==> config.mk <==
export PLATFORM = sky130hd
export DESIGN_NAME = mem_access_ctrl
export DESIGN_NICKNAME = d
export VERILOG_FILES = /design/src/rtl/mips_mem_pkg.sv /design/src/rtl/mem_access_ctrl.sv
export SDC_FILE = /design/constraint.sdc
export NUM_CORES = 1
export LEC_CHECK = 0
export ABC_AREA = 1
export BUFFER_PORTS_ARGS = -buffer_cell sky130_fd_sc_hd__buf_2
export CAP_MARGIN = 20
export CORE_UTILIZATION = 45
export CTS_CLUSTER_DIAMETER = 40
export DETAILED_ROUTE_END_ITERATION = 8
export GPL_ROUTABILITY_DRIVEN = 0
export PLACE_DENSITY = 0.89
export SYNTH_ARGS = -nofsm -noshare
export SYNTH_HDL_FRONTEND = slang
export SYNTH_SLANG_ARGS = --single-unit
==> constraint.sdc <==
create_clock -name clk -period 2.13 [get_ports clk]
set_input_delay 0.426 -clock clk [delete_from_list [all_inputs] [get_ports clk]]
set_output_delay 0.426 -clock clk [all_outputs]
set_load 0.005 [all_outputs]
==> src/rtl/mips_mem_pkg.sv <==
// Shared definitions for the MEM-stage data-memory access path:
// FSM encoding, data-memory map defaults and bus error codes.
package mips_mem_pkg;

  typedef enum logic [1:0] {
    IDLE = 2'd0,
    WAIT = 2'd1,
    DONE = 2'd2
  } mem_state_e;

  localparam logic [31:0] DMEM_BASE    = 32'd1024;
  localparam int          DMEM_ADDR_W  = 8;
  localparam int          DMEM_TIMEOUT = 16;

  localparam logic BUS_OK  = 1'b0;
  localparam logic BUS_ERR = 1'b1;

endpackage

==> src/rtl/mem_access_ctrl.sv <==
// MEM-stage data-memory initiator: turns load/store enables into a req/ack
// transaction, freezes the pipeline until it completes, then pulses ready.
module mem_access_ctrl
  import mips_mem_pkg::*;
#(
  parameter logic [31:0] BASE_ADDR = DMEM_BASE,
  parameter int          ADDR_W    = DMEM_ADDR_W,
  parameter int          TIMEOUT   = DMEM_TIMEOUT
) (
  input  logic              clk,
  input  logic              rst,
  input  logic              MEM_R_EN_in,
  input  logic              MEM_W_EN_in,
  input  logic [31:0]       ALU_result_in,
  input  logic [31:0]       Val_Rm_in,
  output logic              mem_req,
  output logic              mem_we,
  output logic [ADDR_W-1:0] mem_addr,
  output logic [31:0]       mem_wdata,
  input  logic              mem_ack,
  input  logic [31:0]       mem_rdata,
  output logic [31:0]       MEM_read_value,
  output logic              ready,
  output logic              freeze,
  output logic              bus_err
);

  localparam int CNT_W = $clog2(TIMEOUT) + 1;

  mem_state_e        state_q, state_d;
  logic              req_q, req_d;
  logic              we_q, we_d;
  logic [ADDR_W-1:0] addr_q, addr_d;
  logic [31:0]       wdata_q, wdata_d;
  logic [31:0]       rdval_q, rdval_d;
  logic              err_q, err_d;
  logic [CNT_W-1:0]  cnt_q, cnt_d;

  logic              access_en;
  logic              misaligned;
  logic [ADDR_W-1:0] word_addr;

  assign access_en  = MEM_R_EN_in | MEM_W_EN_in;
  assign misaligned = (ALU_result_in[1:0] != 2'b00);
  // Addresses below the base simply wrap into the top of the word space.
  assign word_addr  = ADDR_W'((ALU_result_in - BASE_ADDR) >> 2);

  always_ff @(posedge clk) begin
    if (rst) begin
      state_q <= IDLE;
      req_q   <= 1'b0;
      we_q    <= 1'b0;
      addr_q  <= '0;
      wdata_q <= '0;
      rdval_q <= '0;
      err_q   <= BUS_OK;
      cnt_q   <= '0;
    end else begin
      state_q <= state_d;
      req_q   <= req_d;
      we_q    <= we_d;
      addr_q  <= addr_d;
      wdata_q <= wdata_d;
      rdval_q <= rdval_d;
      err_q   <= err_d;
      cnt_q   <= cnt_d;
    end
  end

  always_comb begin
    state_d = state_q;
    req_d   = req_q;
    we_d    = we_q;
    addr_d  = addr_q;
    wdata_d = wdata_q;
    rdval_d = rdval_q;
    err_d   = err_q;
    cnt_d   = cnt_q;
    freeze  = 1'b0;
    ready   = 1'b0;
    unique case (state_q)
      IDLE: begin
        if (access_en) begin
          freeze = 1'b1;
          if (misaligned) begin
            err_d   = BUS_ERR;
            rdval_d = '0;
            state_d = DONE;
          end else begin
            req_d   = 1'b1;
            we_d    = ~MEM_R_EN_in & MEM_W_EN_in;
            addr_d  = word_addr;
            wdata_d = Val_Rm_in;
            cnt_d   = '0;
            state_d = WAIT;
          end
        end
      end
      WAIT: begin
        freeze = 1'b1;
        // An ack on the final allowed cycle still wins over the timeout.
        if (mem_ack) begin
          req_d   = 1'b0;
          if (!we_q) rdval_d = mem_rdata;
          state_d = DONE;
        end else if (cnt_q == CNT_W'(TIMEOUT - 1)) begin
          req_d   = 1'b0;
          err_d   = BUS_ERR;
          rdval_d = '0;
          state_d = DONE;
        end else begin
          cnt_d = cnt_q + 1'b1;
        end
      end
      DONE: begin
        ready   = 1'b1;
        state_d = IDLE;
      end
      default: state_d = IDLE;
    endcase
  end

  assign mem_req        = req_q;
  assign mem_we         = we_q;
  assign mem_addr       = addr_q;
  assign mem_wdata      = wdata_q;
  assign MEM_read_value = rdval_q;
  assign bus_err        = err_q;

endmodule

== Word level (Yosys, flattened, before mapping) ==
Cells that the tools add are included.
Storage, ports and cells
  register bits: 82
  input port bits: 101
Cells by class
  eq/ne operators: 11
  reduce and logical (&&, ||, !) cells: 9
  $add $sub $neg: 2
  mux-type cells: 29
  bitwise gates (word level): 4
Operator list (count)
  $mux W32: 5
  $pmux W32 S2: 1
  $mux W5: 4
  $reduce_and A5 Y1: 3
  $ne A2 B2 Y1 const B: 6
  $mux W1: 10
  $pmux W5 S2: 1
  $sub A10 B1 Y10 const B: 1
  $mux W2: 4
  $ne A3 B3 Y1 const B: 2
  $pmux W1 S2: 3
  $add A5 B1 Y5 const B: 1
  $eq A5 B4 Y1 const B: 1
  $pmux W2 S2: 1
  $reduce_and A4 Y1: 1
  $reduce_bool A2 Y1: 2
  $reduce_and A3 Y1: 1
  $eq A2 B1 Y1 const B: 1
  $eq A2 B2 Y1 const B: 1
  $logic_not A2 Y1: 1
  $not A1 Y1: 2
  $reduce_and A2 Y1: 1
  $and A1 B1 Y1: 1
  $or A1 B1 Y1: 1

== Longest topological paths before layout ==
  word-level depth: 4
  gate-level depth with buffers: 13
  depth with buffers taken out: 12

== Worst setup path before layout ==
No wires, ideal clock.
  path type: reg2reg
  start: register cnt_q[0]
  end: register rdval_q[0], in the netlist MEM_read_value[0]
  required time: 2019 ps
  arrival time: 1499 ps
  setup slack: 520 ps
  cell stages (with the launch flop): 14
  setup time: 111 ps
  buffers on the path: 1
  cells stage by stage: dfxtp_1 > ha_1 > nand2_1 > nor2_1 > ha_1 > nor2_1 > nand2_1 > nand2_2 > inv_2 > nand2_4 > inv_2 > buf_4 > nor2_1 > nor2_1
On the way
  word-level cells in the longest chain between the ends: 3
RTL lines
  from (decl): RTL line mem_access_ctrl.sv:37  | logic [CNT_W-1:0] cnt_q, cnt_d;
  from (signal assigned): RTL line mem_access_ctrl.sv:66  | cnt_q <= cnt_d;
  $eq A5 B4 Y1: RTL line mem_access_ctrl.sv:106  | end else if (cnt_q == CNT_W'(TIMEOUT - 1)) begin
  $ne A3 B3 Y1 (no line)
  $reduce_and A5 Y1 (no line)
  to (signal assigned): RTL line mem_access_ctrl.sv:64  | rdval_q <= rdval_d;
  to (decl): RTL line mem_access_ctrl.sv:35  | logic [31:0] rdval_q, rdval_d;
Every way passes these cells.
A chain may end at the register's enable or synchronous reset.

== Worst setup path in the final report ==
  start: register cnt_q[0]
  end: register rdval_q[21], in the netlist MEM_read_value[21]
The elaborated chain is that of the path after synthesis.

==> impl_metrics.py <==
metrics = {
    "min_path": {
        "worstHoldPathCells": 3,
        "min_delay_worst_endpoint": "mem_wdata[26]",
        "holdCritPathClass": "input port to register",
        "worstHoldStart": "Val_Rm_in[26]",
    },
    "global_route": {
        "grt_antenna_before_repair": 0,
        "grt_usage": 0.218,
        "grt_busiest_layer": "met2",
        "global_route.usage.met1": 0.232,
        "grt_pass1_wl_microns": 13200,
        "grt_met3_use": 0.0594,
        "grt_max_degree": 77,
        "met2_usage": 0.396,
        "grt_overflow_total": 0,
        "first_global_vias": 3106,
    },
    "setup_path": {
        "setup.worst_path.class": "register to register",
        "ff2ff_path_depth": 12,
        "cp.required_ns": 2.37,
        "path_max_fanout": 20,
        "register_to_register_path_setup_slack_ns": 0.23,
        "crit_arrival_ns": 2.14,
        "critical_path.reg2reg.endpoint": "MEM_read_value[21]",
        "cp-start-kind": "register",
        "reg_to_reg_start": "cnt_q[0]",
        "type_of_element_capturing_the_critical_path": "register",
    },
    "route": {
        "drt_iter0_markers": 188,
        "drt_first_pass_iters": 4,
        "drc": 0,
        "vias_per_cell": 4.77,
        "average_wire_per_cell_in_the_routed_design_microns": 11.5,
        "dr_total_vias": 3491,
        "drtAntennaViolNets": 0,
        "drt_wl_total_microns": 8410,
    },
    "synthesis": {
        "postSynth.topFlopCell": "dfxtp_1",
        "netlist_area_sq_um": 3330,
        "synth-async-reset-ratio": 0,
        "synth-seq-area-share": 0.493,
        "yosys.cell_types.count": 22,
        "yosys_warnings": 0,
        "syn_avg_cell_area_sq_um": 6.88,
        "synthesis.nets": 587,
        "ys_ff_latch": 82,
        "synth_edf_count": 0,
        "synthesis.instances": 484,
    },
    "pwr": {
        "sw_ratio": 0.285,
        "cell_internal_pwr_mw": 2.49,
        "clockPowerShare": 0.308,
        "p_leak_nw": 2.32,
        "p_seq_frac": 0.500,
        "maximum_vdd_drop_mv": 0.451,
        "report.power.total_mw": 3.48,
        "p_sw_mw": 0.991,
        "cellPowerDensity_nw_per_um2": 801,
        "power.share.combinational": 0.192,
    },
    "floorplan": {
        "die_area_sq_um": 7750,
        "rows": 31,
        "coreArea_sq_um": 7210,
        "fp.dieW_microns": 88.1,
        "die_y_microns": 88.1,
        "start_util": 0.462,
        "floorplan.io_pins": 178,
    },
    "sta": {
        "finClkSkew_ns": 0.0103,
        "whs_ns": 0.302,
        "fmaxAchievable_mhz": 526,
        "final_setup_margin_ns": 0.229,
        "tightest_slew_ns": 0.575,
        "setup-tns-final_ns": 0,
        "min_period_over_period": 0.893,
        "finalCriticalPeriod_ns": 1.90,
        "slew_headroom": 0.616,
        "setup_viol_count_final": 0,
        "timing_hold_violations_final": 0,
        "final_max_slew_viol_count": 0,
        "grt_setup_unrepaired": "no",
    },
    "finish": {
        "layout_commonest_cell": "nor2_1",
        "stdcell_count": 732,
        "layout-area-overhead-vs-synth_pct": 30.5,
        "layout_common_cells": "nor2_1 (174), buf_2 (155), nand2_1 (88)",
        "final_util": 0.602,
        "multi_input_combinational_cell_area_sq_um": 1470,
        "register_area_sq_um": 1640,
        "antenna_cells_inserted": 0,
        "final_net_count": 732,
        "layout-drive-gt1-share": 0.295,
        "stdcell_area_sq_um": 4350,
        "fillers": 672,
    },
    "clock_tree": {
        "cts_hold_buffers": 0,
        "clk_transition_reported_paths_ns": 0.08,
        "h-tree-depth": 3,
        "clockBufferDepth": 2,
        "cts.repair.resized": 0,
        "cts_tree": "yes",
        "clock_net_sink_count": 82,
        "cts-buffers-inserted": 9,
        "postCtsSetupRepairBufs": 0,
        "clkLatencyLatePin_ns": 0.34,
        "clk_root_buffer_cell": "clkbuf_8",
    },
    "placed_design": {
        "place.detailed.hpwl_microns": 5900,
        "place.port_buffers": 155,
        "dp_slack_ns": 0.240,
        "numPlacedInstances": 717,
        "post_dp_cell_area_sq_um": 4160,
    },
    "run_status": {
        "status": "finished, final reports clean",
    },
    "run": {
        "max_cap_violations": 0,
    },
}
-- synthesized netlist by cell type, types with 4 or more instances --
cell type,n,area share
clkbuf_2,4,0.0060
inv_1,20,0.023
nor2_1,175,0.20
dfxtp_1,82,0.49
clkbuf_1,13,0.015
nand3_1,21,0.032
nand2_1,88,0.099
a21oi_1,7,0.011
buf_2,6,0.0090
o21ai_0,47,0.071
-- power groups by stage --
stage	Sequential [mW]	Clock [mW]	Combinational, mW
finish	1.74	1.07	0.669
global route	1.76	1.18	0.767
CTS	1.74	1.11	0.675
detailed placement	1.77	0	0.672
global placement	1.77	0	0.648
floorplan	1.79	0	0.385
-- worst max-delay path by stage --
stage	startpoint	end	slack, ns	depth (start not counted)
after global placement	MEM_W_EN_in	MEM_read_value[2]	0.31	9
after global routing	cnt_q[0]	MEM_read_value[29]	0.005	12
after floorplan	cnt_q[0]	MEM_read_value[0]	0.52	13
after CTS	cnt_q[0]	MEM_read_value[2]	0.23	12
final	cnt_q[0]	MEM_read_value[21]	0.23	12
after detailed placement	MEM_W_EN_in	MEM_read_value[2]	0.24	9
-- cells by family (layout without fill, tap and decap cells) --
group           count (synthesis)  count (layout)  share of synthesized area
fa+ha+maj                       2               2                    0.00751
flops                          82              82                      0.493
compound gates                 54              54                     0.0811
simple gates                  295             295                      0.352
buf+inv                        51             200                     0.0668
-- registers in the layout, summed over array words and instances, names as in the netlist --
register,flops
MEM_read_value,32
bus_err,1
cnt_q,5
mem_addr,8
mem_req,1
mem_wdata,32
mem_we,1
state_q,2
-- final cells by class --
type | count | area share
Clock buffer | 10 | 0.0294
Timing Repair Buffer | 162 | 0.193
Sequential cell | 82 | 0.378
Multi-Input combinational cell | 351 | 0.338
Inverter | 23 | 0.0199
Tap cell | 99 | 0.0285
Clock inverter | 5 | 0.0130
-- worst max-delay path, cell delays in order, from the launching register on --
cell	delay, ns
dfxtp_1	0.39
ha_1	0.21
nand2_1	0.06
nor2_1	0.10
ha_1	0.17
nor2_1	0.05
nand2_1	0.14
nand2_2	0.10
inv_2	0.09
buf_4	0.24
nand3_1	0.11
nand2_1	0.09
nor2_1	0.04
-- layer usage --
| metal | wire length [microns] | part of all wire |
|---|---|---|
| met5 | 0 | 0 |
| met1 | 3460 | 0.41 |
| met3 | 624 | 0.074 |
| met2 | 4120 | 0.49 |
| met4 | 199 | 0.024 |
Note: power is estimated with default switching activity, not from simulation.
